**src/rtl/frame_uart_sender.sv**
```systemverilog
// Streams a captured frame from the frame-buffer RAM out over an 8N1 UART, one pixel per byte.
// Define FRAME_UART_SENDER_HEADER_EN to prefix each frame with the sync bytes 0xA5, 0x5A.
module frame_uart_sender #(
    parameter int CLKS_PER_BIT = 868,
    parameter int FRAME_PIXELS = 9216,
    parameter int RAM_LATENCY  = 1
) (
    input  logic        i_Clk,
    input  logic        i_Rst_n,
    input  logic        i_Start,
    output logic [14:0] o_RAM_Adress,
    output logic        o_RAM_Read_Enable,
    input  logic [7:0]  i_RAM_Data,
    output logic        o_Tx,
    output logic        o_Busy,
    output logic        o_Done
);

    localparam logic [2:0] S_IDLE   = 3'd0;
    localparam logic [2:0] S_FETCH  = 3'd1;
    localparam logic [2:0] S_START  = 3'd2;
    localparam logic [2:0] S_DATA   = 3'd3;
    localparam logic [2:0] S_STOP   = 3'd4;
    localparam logic [2:0] S_HEADER = 3'd5;

    localparam logic [15:0] BAUD_LAST  = 16'(CLKS_PER_BIT - 1);
    localparam logic [15:0] FETCH_LAST = 16'(RAM_LATENCY);
    localparam logic [14:0] LAST_PIX   = 15'(FRAME_PIXELS - 1);

    logic [2:0]  state_q,   state_d;
    logic [14:0] pix_q,     pix_d;
    logic [14:0] addr_q,    addr_d;
    logic        rd_en_q,   rd_en_d;
    logic [7:0]  shift_q,   shift_d;
    logic [2:0]  bit_cnt_q, bit_cnt_d;
    logic [15:0] baud_q,    baud_d;
    logic        tx_q,      tx_d;
    logic        busy_q,    busy_d;
    logic        done_q,    done_d;

`ifdef FRAME_UART_SENDER_HEADER_EN
    localparam logic [1:0] HDR_NONE = 2'd0;
    localparam logic [1:0] HDR_A5   = 2'd1;
    localparam logic [1:0] HDR_5A   = 2'd2;
    logic [1:0] hdr_q, hdr_d;
`endif

    always_comb begin
        // NOTE: every *_d gets its hold value first, so no branch can leave one unassigned and infer a latch.
        state_d   = state_q;
        pix_d     = pix_q;
        addr_d    = addr_q;
        rd_en_d   = rd_en_q;
        shift_d   = shift_q;
        bit_cnt_d = bit_cnt_q;
        baud_d    = baud_q;
        tx_d      = tx_q;
        busy_d    = busy_q;
        done_d    = 1'b0;
`ifdef FRAME_UART_SENDER_HEADER_EN
        hdr_d     = hdr_q;
`endif

        case (state_q)
            S_IDLE: begin
                tx_d    = 1'b1;
                busy_d  = 1'b0;
                rd_en_d = 1'b0;
                if (i_Start) begin
                    pix_d  = '0;
                    addr_d = '0;
                    busy_d = 1'b1;
                    baud_d = '0;
`ifdef FRAME_UART_SENDER_HEADER_EN
                    hdr_d   = HDR_A5;
                    shift_d = 8'hA5;
                    tx_d    = 1'b0;
                    state_d = S_HEADER;
`else
                    rd_en_d = 1'b1;
                    state_d = S_FETCH;
`endif
                end
            end

            // Address has been stable since entry; the final cycle carries valid RAM data.
            S_FETCH: begin
                if (baud_q == FETCH_LAST) begin
                    shift_d = i_RAM_Data;
                    rd_en_d = 1'b0;
                    tx_d    = 1'b0;
                    baud_d  = '0;
                    state_d = S_START;
                end else begin
                    baud_d = baud_q + 16'd1;
                end
            end

            // HEADER is a start bit whose byte came from a constant instead of RAM.
            S_START, S_HEADER: begin
                if (baud_q == BAUD_LAST) begin
                    baud_d    = '0;
                    bit_cnt_d = '0;
                    tx_d      = shift_q[0];
                    state_d   = S_DATA;
                end else begin
                    baud_d = baud_q + 16'd1;
                end
            end

            S_DATA: begin
                if (baud_q == BAUD_LAST) begin
                    baud_d = '0;
                    if (bit_cnt_q == 3'd7) begin
                        tx_d    = 1'b1;
                        state_d = S_STOP;
                    end else begin
                        shift_d   = {1'b0, shift_q[7:1]};
                        tx_d      = shift_q[1];
                        bit_cnt_d = bit_cnt_q + 3'd1;
                    end
                end else begin
                    baud_d = baud_q + 16'd1;
                end
            end

            S_STOP: begin
                if (baud_q == BAUD_LAST) begin
                    baud_d = '0;
`ifdef FRAME_UART_SENDER_HEADER_EN
                    if (hdr_q == HDR_A5) begin
                        hdr_d   = HDR_5A;
                        shift_d = 8'h5A;
                        tx_d    = 1'b0;
                        state_d = S_HEADER;
                    end else if (hdr_q == HDR_5A) begin
                        hdr_d   = HDR_NONE;
                        rd_en_d = 1'b1;
                        state_d = S_FETCH;
                    end else
`endif
                    if (pix_q == LAST_PIX) begin
                        done_d  = 1'b1;
                        busy_d  = 1'b0;
                        state_d = S_IDLE;
                    end else begin
                        pix_d   = pix_q + 15'd1;
                        addr_d  = pix_q + 15'd1;
                        rd_en_d = 1'b1;
                        state_d = S_FETCH;
                    end
                end else begin
                    baud_d = baud_q + 16'd1;
                end
            end

            default: begin
                state_d = S_IDLE;
            end
        endcase
    end

    always_ff @(posedge i_Clk or negedge i_Rst_n) begin
        if (!i_Rst_n) begin
            state_q   <= S_IDLE;
            pix_q     <= '0;
            addr_q    <= '0;
            rd_en_q   <= 1'b0;
            shift_q   <= '0;
            bit_cnt_q <= '0;
            baud_q    <= '0;
            tx_q      <= 1'b1;
            busy_q    <= 1'b0;
            done_q    <= 1'b0;
`ifdef FRAME_UART_SENDER_HEADER_EN
            hdr_q     <= HDR_NONE;
`endif
        end else begin
            // NOTE: non-blocking assignments so every flop samples pre-edge values regardless of statement order.
            state_q   <= state_d;
            pix_q     <= pix_d;
            addr_q    <= addr_d;
            rd_en_q   <= rd_en_d;
            shift_q   <= shift_d;
            bit_cnt_q <= bit_cnt_d;
            baud_q    <= baud_d;
            tx_q      <= tx_d;
            busy_q    <= busy_d;
            done_q    <= done_d;
`ifdef FRAME_UART_SENDER_HEADER_EN
            hdr_q     <= hdr_d;
`endif
        end
    end

    assign o_RAM_Adress      = addr_q;
    assign o_RAM_Read_Enable = rd_en_q;
    assign o_Tx              = tx_q;
    assign o_Busy            = busy_q;
    assign o_Done            = done_q;

endmodule

```
**config.mk**
```make
export PLATFORM = sky130hd
export DESIGN_NAME = frame_uart_sender
export DESIGN_NICKNAME = d
export VERILOG_FILES = /design/src/rtl/frame_uart_sender.sv
export SDC_FILE = /design/constraint.sdc
export NUM_CORES = 1
export LEC_CHECK = 0
export CORE_ASPECT_RATIO = 1.4
export CORE_MARGIN = 10
export CORE_UTILIZATION = 41
export DETAILED_ROUTE_END_ITERATION = 10
export DONT_BUFFER_PORTS = 1
export MAX_ROUTING_LAYER = met4
export PLACE_DENSITY_LB_ADDON = 0.3
export SLEW_MARGIN = 0
export SYNTH_ARGS = -nofsm -noshare
export SYNTH_HDL_FRONTEND = slang
export SYNTH_SLANG_ARGS = --single-unit
```
**constraint.sdc**
```tcl
create_clock -name i_Clk -period 5.2 [get_ports i_Clk]
set_input_delay 0.78 -clock i_Clk [delete_from_list [all_inputs] [get_ports i_Clk]]
set_output_delay 0.78 -clock i_Clk [all_outputs]
set_load 0.01 [all_outputs]
```
======== Word level (Yosys, flattened, before mapping) ========
Cells that the tools add are included.
word-level totals
  logic and storage cells ................. 86
  input bits .............................. 11
  output and inout port bits .............. 19
  flip-flop bits (word level) ............. 49
cells by class
  reductions and logical operators ........ 17
  equality and inequality tests ........... 18
  add/sub/neg operators ................... 3
  muxes and demuxes ....................... 39
operator list
  kind                   count
  $mux 16                3
  $pmux 16 s3            1
  $mux 15                3
  $pmux 15 s2            1
  $mux 3                 9
  $mux 8                 3
  $reduce_and 4->1       5
  $ne 2x2->1 const B     9
  $add 16x1->16 const B  1
  $eq 16x1->1 const B    1
  $eq 16x10->1 const B   1
  $pmux 8 s2             1
  $add 15x1->15 const B  1
  $eq 15x14->1 const B   1
  $pmux 3 s5             1
  $mux 1                 13
  $eq 3x3->1 const B     3
  $eq 3x2->1 const B     2
  $pmux 3 s2             1
  $reduce_and 6->1       1
  $reduce_bool 2->1      3
  $reduce_bool 3->1      2
  $pmux 1 s4             1
  $reduce_bool 4->1      1
  other kinds (9)        9

======== Depth between registers and ports, before layout ========
Gate-level depths: netlist of the first run.
  depth in word-level cells ............... 4
  depth in mapped cells ................... 9
  mapped depth without buffers ............ 7

======== Worst setup path before layout of the first run ========
Ideal clock, no wire load.
  path type ............................... register to register
  start ................................... register baud_q[0]
  end ..................................... register addr_q[6] (netlist: o_RAM_Adress[6])
  slack ................................... 3111 ps
  data arrival time ....................... 2012 ps
  clock period less this slack ............ 2089 ps
  stages on the path, launching flop included .. 9
  required time ........................... 5122 ps
  setup time .............................. 78 ps
  buffers on the path ..................... 2
  cell sequence ........................... dfrtp_1 ha_1 and4bb_1 and4_1 buf_4 a21oi_2 buf_6 or4_1 a21oi_1
on the way
  cells in the longest elaborated chain, start to end .. 3
ends and longest elaborated chain
  element                            RTL line  source
  start: declaration                 36        logic [15:0] baud_q, baud_d;
  start signal: assignment           186       baud_q <= baud_d;
  $eq 16x10->1                       128       if (baud_q == BAUD_LAST) begin
  $ne 2x2->1 (no source line)        --
  $reduce_and 4->1 (no source line)  --
  end signal: assignment             182       addr_q <= addr_d;
  end: declaration                   32        logic [14:0] addr_q, addr_d;
No other way between the ends.
A chain may end at the register's enable or synchronous reset.

======== Worst setup path after layout of the first run ========
  start ................................... register baud_q[0]
  end ..................................... register addr_q[9] (netlist: o_RAM_Adress[9])
The elaborated chain is that of the path after synthesis.

==> impl_metrics.tcl, run 1 <==
set metrics [dict create \
    outcome "complete, no violations" \
    hp-class "input pin to async pin" \
    cts_setup_buffers 0 \
    fin_nets 300 \
    critPathMaxFanout 23 \
    routed_wirelength_um 6130 \
    portBuffers 0 \
    fp.dieH_um 118 \
    hold_viol 0 \
    max_clock_freq_mhz 389 \
    worstPathRequired_ns 5.43 \
    vias 2177 \
    ys_ff_latch 49 \
    pwr-share-clk 0.346 \
    p_leak_nw 1.19 \
    r2r_start "baud_q[0]$_DFFE_PN0P_" \
    drtIter0Drc 143 \
    fin_cells 377 \
    drive_gt1_frac 0.102 \
    synth_top_flop_cell "dfrtp_1" \
    numClockSinks 49 \
    finalCritPeriodShare 0.494 \
    htree_levels 2 \
    dpl.cell_count 369 \
    grt_pass1_vias 2089 \
    grt_overflow_total 0 \
    diodes 0 \
    design_area_um2 2950 \
    antenna_found_initial 0 \
    syn_avg_cell_area_um2 9.70 \
    placement_rows 35 \
    die_w_um 90.1 \
    holdBufCountCts 0 \
    place_area_um2 2870 \
    syn_to_final_growth_pct 4.52 \
    design.die.area_um2 10700 \
    clk_pin_slew_ns 0.09 \
    num_io_pins 30 \
    grt_use_total 0.117 \
    power_switching_mw 0.141 \
    peakVddDrop_uv 143 \
    worstMarginPinSlew_ns 1.11 \
    worstReg2RegEnd "o_RAM_Adress[9]$_DFFE_PN0P_" \
    synthCells 291 \
    cts.repair.resized 0 \
    min_period_ns 2.57 \
    synth_area_um2 2820 \
    ys_seq_area_frac 0.435 \
    timing.final.setup_violations 0 \
    reg2reg_slack_ns 2.63 \
    skew_ns 0.00714 \
    final_util 0.443 \
    start_util 0.424 \
    numCtsBuffers 5 \
    netSwitchingFraction 0.224 \
    finalMaxSlewViolations 0 \
    dpl.hpwl_um 4330 \
    syn-num-nets 307 \
    cp-end-kind "flip-flop" \
    final_antenna_net_count 0 \
    cts_root_buffer "clkbuf_8" \
    seqPwrFrac 0.630 \
    ys_types 54 \
    synth-edff-count 0 \
    rsz0062_at_grt "no" \
    fin_tns_setup_ns 0 \
    combPwrFrac 0.024 \
    power_mw 0.628 \
    powerDensity_nw_per_um2 213 \
    cts_tree "built" \
    grt_max_degree 50 \
    maxCapViolCount 0 \
    reg2reg_depth 6 \
    clk_latency_ns 0.30 \
    wl_per_cell_um 16.3 \
    gp_congestion 0.848 \
    drc 0 \
    clockBufferDepth 2 \
    critPathKind "flip-flop to flip-flop" \
    async_reset_ff_frac 1.00 \
    slew_headroom 0.248 \
    core-area_um2 6660 \
    intPower_mw 0.488 \
    grt_pass1_wl_um 10300 \
    worstPathArrival_ns 2.79 \
    via_per_inst 5.77 \
    cp-start-kind "flip-flop" \
    drtPass1Iterations 4 \
    yosysWarnings 0 \
]
==> cell usage in the layout (no fill, tap or decap), types with 6 or more instances in the layout <==
master and n:
nand4_1 11, nor2_1 21, mux2_2 16, xor2_1 14
and4_1 6, dfrtp_1 48, inv_1 6, o21ai_0 9
nor3_1 6, a21oi_1 16, or4_1 9, nand2_1 29
o31ai_1 9, nand3_1 11
==> registers in the layout, indices dropped and copies added, names as in the netlist <==
| signal | count |
|---|---|
| baud_q | 16 |
| state_q | 3 |
| o_Busy | 1 |
| o_Done | 1 |
| shift_q | 8 |
| bit_cnt_q | 3 |
| o_RAM_Read_Enable | 1 |
| o_RAM_Adress | 15 |
| o_Tx | 1 |
==> power groups by stage <==
stage / clock [mW] / combinational, mW / sequential, mW
final: 0.217 / 0.0151 / 0.396
after global routing: 0.243 / 0.0173 / 0.397
after CTS: 0.229 / 0.0151 / 0.396
after floorplan: 0 / 0.0143 / 0.401
after global placement: 0 / 0.0147 / 0.404
after detailed placement: 0 / 0.0151 / 0.404
==> routing by layer <==
layer  GRT usage  share of wire  vias up
met2       0.191           0.49       36
li1            -              -     1071
met3      0.0386          0.062        8
met5           -              0        -
met4      0.0409          0.014        0
met1       0.132           0.44     1062
==> synth_stat cells, types with 3 or more instances <==
library cell | instances | area, um^2
and3_1 | 5 | 31.3
xor2_1 | 14 | 123
inv_1 | 6 | 22.5
or4_1 | 9 | 67.6
mux2i_1 | 5 | 50.1
o21ai_0 | 9 | 45.0
buf_2 | 4 | 20.0
nor2b_1 | 4 | 25.0
nor2_1 | 21 | 78.8
nor3_1 | 6 | 30.0
nor4b_1 | 3 | 26.3
o31ai_1 | 9 | 67.6
clkbuf_1 | 7 | 26.3
nor4_1 | 3 | 18.8
and4_1 | 6 | 52.6
or2_2 | 3 | 18.8
a21oi_1 | 16 | 80.1
o22ai_1 | 3 | 18.8
ha_1 | 5 | 62.6
nand4_1 | 11 | 68.8
a22o_1 | 3 | 26.3
mux2_2 | 16 | 180
dfrtp_1 | 48 | 1200
nand2_1 | 29 | 109
nand3_1 | 11 | 55.1
==> layout make-up <==
| cell class | instances | area (um^2) |
|---|---|---|
| Clock inverter | 1 | 5.00 |
| Inverter | 6 | 22.5 |
| Clock buffer | 7 | 76.3 |
| Fill cell | 674 | 3700 |
| Multi-Input combinational cell | 222 | 1510 |
| Sequential cell | 49 | 1230 |
| Tap cell | 92 | 115 |
==> how the worst max path moves through the flow <==
| stage | startpoint | to | slack [ns] | depth (start not counted) |
|---|---|---|---|---|
| 2_1_floorplan | baud_q[0]$_DFFE_PN0P_ | o_RAM_Adress[6]$_DFFE_PN0P_ | 3.11 | 8 |
| 3_3_place_gp | baud_q[0]$_DFFE_PN0P_ | shift_q[6]$_DFFE_PN0P_ | 2.65 | 6 |
| 3_5_place_dp | baud_q[0]$_DFFE_PN0P_ | shift_q[1]$_DFFE_PN0P_ | 2.67 | 6 |
| 4_1_cts | state_q[1]$_DFFE_PN0P_ | baud_q[11]$_DFFE_PN0P_ | 2.63 | 5 |
| 5_1_grt | state_q[1]$_DFFE_PN0P_ | baud_q[11]$_DFFE_PN0P_ | 2.36 | 5 |
| 6_report | baud_q[0]$_DFFE_PN0P_ | o_RAM_Adress[9]$_DFFE_PN0P_ | 2.63 | 6 |
==> logic make-up after synthesis <==
family | share of synthesized area
mux | 0.0815
compound gates | 0.123
buf+inv | 0.0323
fa+ha+maj | 0.0222
flops | 0.435
xor+xnor | 0.0465
simple gates | 0.260
==> metrics by stage <==
step | hold slack [ns] | setup WS (ns)
final | 0.161 | 2.63
after global routing | 0.140 | 2.36
after CTS | 0.152 | 2.63
after detailed placement | 0.486 | 2.67
after global placement | 0.486 | 2.65
after floorplan | 0.475 | 3.11
==> critical path, cell delays in order, from the launching register on <==
cell and delay, ns:
dfrtp_1 0.53, ha_1 0.30, and4bb_1 0.23, and4_1 0.40
a21oi_2 0.29, or4_1 0.59, a21oi_1 0.15
Note: power is estimated with default switching activity, not from simulation.
==> run 2: changes to the inputs <==
clock period = 2.55 ns   (was 5.2 ns; I/O delays follow)
==> impl_metrics.tcl, run 2 (synthesis results as in run 1) <==
set metrics [dict create \
    clk_pin_slew_ns 0.09 \
    start_util 0.424 \
    worstPathRequired_ns 2.78 \
    intPower_mw 1.05 \
    fin_tns_setup_ns 0 \
    cts_root_buffer "clkbuf_8" \
    cp-end-kind "flip-flop" \
    syn_to_final_growth_pct 11.3 \
    power_mw 1.37 \
    die_w_um 90.1 \
    grt_max_degree 50 \
    skew_ns 0.00412 \
    grt_pass1_vias 2360 \
    hp-class "input pin to flip-flop" \
    htree_levels 2 \
    busiest_layer "met2" \
    drc 0 \
    path_buf_inv 1 \
    combPwrFrac 0.042 \
    use_met2 0.213 \
    clk_latency_ns 0.30 \
    via_per_inst 5.68 \
    critPathMaxFanout 23 \
    cts_setup_buffers 0 \
    crit_chain "ha_1, and4bb_1, and4_1, a21oi_2, buf_4, or4_1, a21oi_1" \
    critPathKind "flip-flop to flip-flop" \
    core-area_um2 6660 \
    timing.final.setup_violations 0 \
    num_io_pins 30 \
    fp.dieH_um 118 \
    hold_viol 0 \
    final_util 0.472 \
    drive_gt1_frac 0.164 \
    final_common_cell "dfrtp_1" \
    outcome "complete, no violations" \
    place_ws_ns 0.143 \
    dpl.cell_count 386 \
    power_switching_mw 0.313 \
    clockBufferDepth 2 \
    drtIter0Drc 111 \
    max_stage_delay_ns 0.52 \
    setup_ws_ns 0.232 \
    grt_overflow_total 0 \
    met3_usage 0.0431 \
    largest-register "baud_q" \
    gp_congestion 0.830 \
    mostFrequentLayoutCells "48 x dfrtp_1, 29 x nand2_1, 21 x nor2_1" \
    cp_top_family "simple AND/OR/NAND/NOR gates" \
    worstPathArrival_ns 2.54 \
    numClockSinks 49 \
    cts_tree "built" \
    design.die.area_um2 10700 \
    holdWs_ns 0.233 \
    reg2reg_slack_ns 0.23 \
    pwr-share-clk 0.368 \
    design_area_um2 3140 \
    peakVddDrop_uv 252 \
    netSwitchingFraction 0.229 \
    hold_start "i_RAM_Data[7]" \
    crit_path_top_delay_cell "or4_1" \
    powerDensity_nw_per_um2 435 \
    seqPwrFrac 0.590 \
    final_antenna_net_count 0 \
    maxCapViolCount 0 \
    r2r_start "baud_q[0]$_DFFE_PN0P_" \
    fin_cells 396 \
    met1_usage 0.136 \
    placement_rows 35 \
    holdPathStages 2 \
    min_period_ns 2.32 \
    drtPass1Iterations 4 \
    place_area_um2 3000 \
    worstReg2RegEnd "o_RAM_Adress[11]$_DFFE_PN0P_" \
    worstMarginPinSlew_ns 1.19 \
    dpl.hpwl_um 4690 \
    largest_register_ffs 16 \
    portBuffers 0 \
    numCtsBuffers 5 \
    vias 2251 \
    finalMaxSlewViolations 0 \
    finalCritPeriodShare 0.909 \
    rsz0062_at_grt "no" \
    routed_wirelength_um 6560 \
    p_leak_nw 1.30 \
    fin_nets 319 \
    cp-start-kind "flip-flop" \
    slew_headroom 0.195 \
    antenna_found_initial 0 \
    reg2reg_depth 7 \
    grt_use_total 0.128 \
    wl_per_cell_um 16.6 \
    grt_pass1_wl_um 11400 \
    holdPathEnd "shift_q[7]$_DFFE_PN0P_" \
    max_clock_freq_mhz 431 \
    diodes 0 \
]
-- run 2: cell count changes in the layout (fill, tap and decap cells not counted), sizes merged --
cell	previous run	this run
dlygate4sd3	0	1
buf	0	18
-- run 2: final cells by class --
class                   instances  area (um^2)
multi-input cells             222         1510
flip-flops and latches         49         1230
repair buffers                 19          165
fillers                       668         3510
clock inverters                 1         5.00
well taps                      92          115
clock buffers                   7         96.3
inverters                       6         22.5
-- run 2: worst max path at each step --
stage | from | to | slack (ns) | cells after the start
2_1_floorplan | baud_q[0]$_DFFE_PN0P_ | o_RAM_Adress[6]$_DFFE_PN0P_ | 0.46 | 8
3_3_place_gp | baud_q[0]$_DFFE_PN0P_ | o_RAM_Adress[14]$_DFFE_PN0P_ | 0.23 | 7
3_5_place_dp | baud_q[0]$_DFFE_PN0P_ | o_RAM_Adress[14]$_DFFE_PN0P_ | 0.14 | 7
4_1_cts | baud_q[0]$_DFFE_PN0P_ | o_RAM_Adress[14]$_DFFE_PN0P_ | 0.13 | 7
5_1_grt | o_RAM_Adress[6]$_DFFE_PN0P_ | o_RAM_Read_Enable$_DFFE_PN0P_ | 0.02 | 5
6_report | baud_q[0]$_DFFE_PN0P_ | o_RAM_Adress[11]$_DFFE_PN0P_ | 0.23 | 7
-- run 2: worst reg2reg max path, cell delays in order, from the launching register on --
cell and delay (ns):
dfrtp_1 0.51, ha_1 0.29, and4bb_1 0.24, and4_1 0.26
a21oi_2 0.07, buf_4 0.20, or4_1 0.52, a21oi_1 0.16
-- run 2: repair_timing --
action                                  4_1_cts  5_1_grt
endpoints found under the hold margin        49        0
endpoints found under the setup margin        0        1
hold buffers                                  2        0
gates resized for setup                       0        1
-- run 2: routing by layer --
layer / vias up / wire length [um]
met4: 0 / 143
met1: 1087 / 2690
met5: - / 0
li1: 1102 / -
met2: 51 / 3290
met3: 11 / 436
-- run 2: power groups by stage --
stage	combinational (mW)	clock (mW)	sequential [mW]
floorplan	0.0292	0	0.817
global placement	0.0344	0	0.822
detailed placement	0.0357	0	0.823
CTS	0.0589	0.525	0.807
global route	0.0653	0.546	0.810
finish	0.0573	0.503	0.807
==> run 3: changes to the inputs <==
CORE_MARGIN = 2   (was 10)
DONT_BUFFER_PORTS = default   (was 1)
==> impl_metrics.tcl, run 3 (synthesis results as in run 1) <==
set metrics [dict create \
    critPathKind "flip-flop to flip-flop" \
    htree_levels 2 \
    largest-register "baud_q" \
    fillers 613 \
    hold_viol 0 \
    numClockSinks 49 \
    grt_max_degree 40 \
    worstPathRequired_ns 2.78 \
    max_clock_freq_mhz 428 \
    crit_chain "ha_1, and4bb_1, and4_1, a21oi_2, buf_4, or4_1, a21oi_1" \
    grt_pass1_wl_um 10800 \
    cts.repair.resized 0 \
    vias 2393 \
    clk_pin_slew_ns 0.09 \
    cp_top_family "simple AND/OR/NAND/NOR gates" \
    drive_gt1_frac 0.134 \
    crit_path_top_delay_cell "or4_1" \
    path_buf_inv 1 \
    die_w_um 74.1 \
    slew_headroom 0.291 \
    mostFrequentLayoutCells "48 x dfrtp_1, 29 x nand2_1, 28 x clkdlybuf4s50_1" \
    final_antenna_net_count 0 \
    via_per_inst 5.68 \
    hp-class "input pin to async pin" \
    placement_rows 35 \
    design.die.area_um2 7580 \
    numCtsBuffers 5 \
    num_io_pins 30 \
    cts_setup_buffers 0 \
    dpl.hpwl_um 4620 \
    largest_register_ffs 16 \
    peakVddDrop_uv 212 \
    intPower_mw 1.03 \
    powerDensity_nw_per_um2 399 \
    outcome "complete, no violations" \
    drtIter0Drc 57 \
    p_leak_nw 1.38 \
    timing.final.setup_violations 0 \
    holdBufCountCts 0 \
    design_area_um2 3350 \
    gp_congestion 0.877 \
    drtPass1Iterations 4 \
    place_area_um2 3270 \
    fp.dieH_um 102 \
    worstMarginPinSlew_ns 1.06 \
    finalMaxSlewViolations 0 \
    wl_per_cell_um 15.2 \
    netSwitchingFraction 0.230 \
    critPathMaxFanout 23 \
    diodes 0 \
    routed_wirelength_um 6410 \
    worstPathArrival_ns 2.57 \
    max_stage_delay_ns 0.52 \
    cts_tree "built" \
    cp-start-kind "flip-flop" \
    maxCapViolCount 0 \
    final_common_cell "dfrtp_1" \
    rsz0062_at_grt "no" \
    core-area_um2 6610 \
    seqPwrFrac 0.599 \
    cp-end-kind "flip-flop" \
    clockBufferDepth 2 \
    drc 0 \
    skew_ns 0.00361 \
    combPwrFrac 0.068 \
    cts_root_buffer "clkbuf_8" \
    min_period_ns 2.33 \
    clk_latency_ns 0.30 \
    pwr-share-clk 0.333 \
    syn_to_final_growth_pct 18.6 \
    finalCritPeriodShare 0.916 \
    portBuffers 29 \
    antenna_found_initial 0 \
    grt_overflow_total 0 \
    fin_tns_setup_ns 0 \
    start_util 0.427 \
    grt_use_total 0.189 \
    fin_nets 344 \
    power_switching_mw 0.308 \
    grt_pass1_vias 2303 \
]
==> run 3: path summary, 6_finish.rpt <==
| path | start | endpoint | slack (ns) | cells past startpoint |
|---|---|---|---|---|
| max reg2reg | baud_q[0]$_DFFE_PN0P_ | o_RAM_Adress[5]$_DFFE_PN0P_ | 0.22 | 7 |
| min | i_Rst_n | o_RAM_Adress[6]$_DFFE_PN0P_ | 0.20 | 1 |
| max | baud_q[0]$_DFFE_PN0P_ | o_RAM_Adress[5]$_DFFE_PN0P_ | 0.22 | 7 |
| min reg2reg | shift_q[5]$_DFFE_PN0P_ | shift_q[5]$_DFFE_PN0P_ | 0.52 | 1 |
| min in group i_Clk | shift_q[5]$_DFFE_PN0P_ | shift_q[5]$_DFFE_PN0P_ | 0.52 | 1 |
| max in group asynchronous | i_Rst_n | bit_cnt_q[0]$_DFFE_PN0P_ | 1.71 | 2 |
==> run 3: power by group through the flow <==
stage | Sequential [mW] | Combinational [mW] | Clock [mW]
after CTS | 0.800 | 0.0932 | 0.463
after global routing | 0.803 | 0.102 | 0.491
after global placement | 0.815 | 0.0914 | 0
after floorplan | 0.817 | 0.0292 | 0
after detailed placement | 0.816 | 0.0930 | 0
final | 0.801 | 0.0911 | 0.445
==> run 3: cell type report <==
| class | instances | area, um^2 | area share |
|---|---|---|---|
| clock buffers | 8 | 80.1 | 0.0239 |
| repair buffers | 44 | 398 | 0.119 |
| flip-flops and latches | 49 | 1230 | 0.367 |
| well taps | 92 | 115 | 0.0344 |
| multi-input cells | 222 | 1510 | 0.450 |
| inverters | 6 | 22.5 | 0.00673 |
==> run 3: routing by layer <==
layer / vias up / routed length, um / GRT usage
li1: 1149 / - / -
met1: 1182 / 2740 / 0.218
met2: 44 / 3380 / 0.326
met3: 18 / 147 / 0.0266
met4: 0 / 146 / 0.0755
met5: - / 0 / -
==> run 3: through the flow <==
step                      setup slack [ns]  hold slack [ns]  power, mW  std cells  utilization
after global placement               0.309            0.486      0.907        413        0.494
after floorplan                      0.461           0.0869      0.846        291            -
after detailed placement             0.260            0.499      0.909        413        0.494
after global routing                0.0407            0.264       1.40        421        0.506
final                                0.215            0.198       1.34        421        0.506
after CTS                            0.221            0.222       1.36        421        0.506
==> run 3: worst reg2reg max path, stage by stage (launching register included) <==
cell      delay (ns)
dfrtp_1         0.50
ha_1            0.28
and4bb_1        0.24
and4_1          0.30
a21oi_2         0.08
buf_4           0.20
or4_1           0.52
a21oi_1         0.15
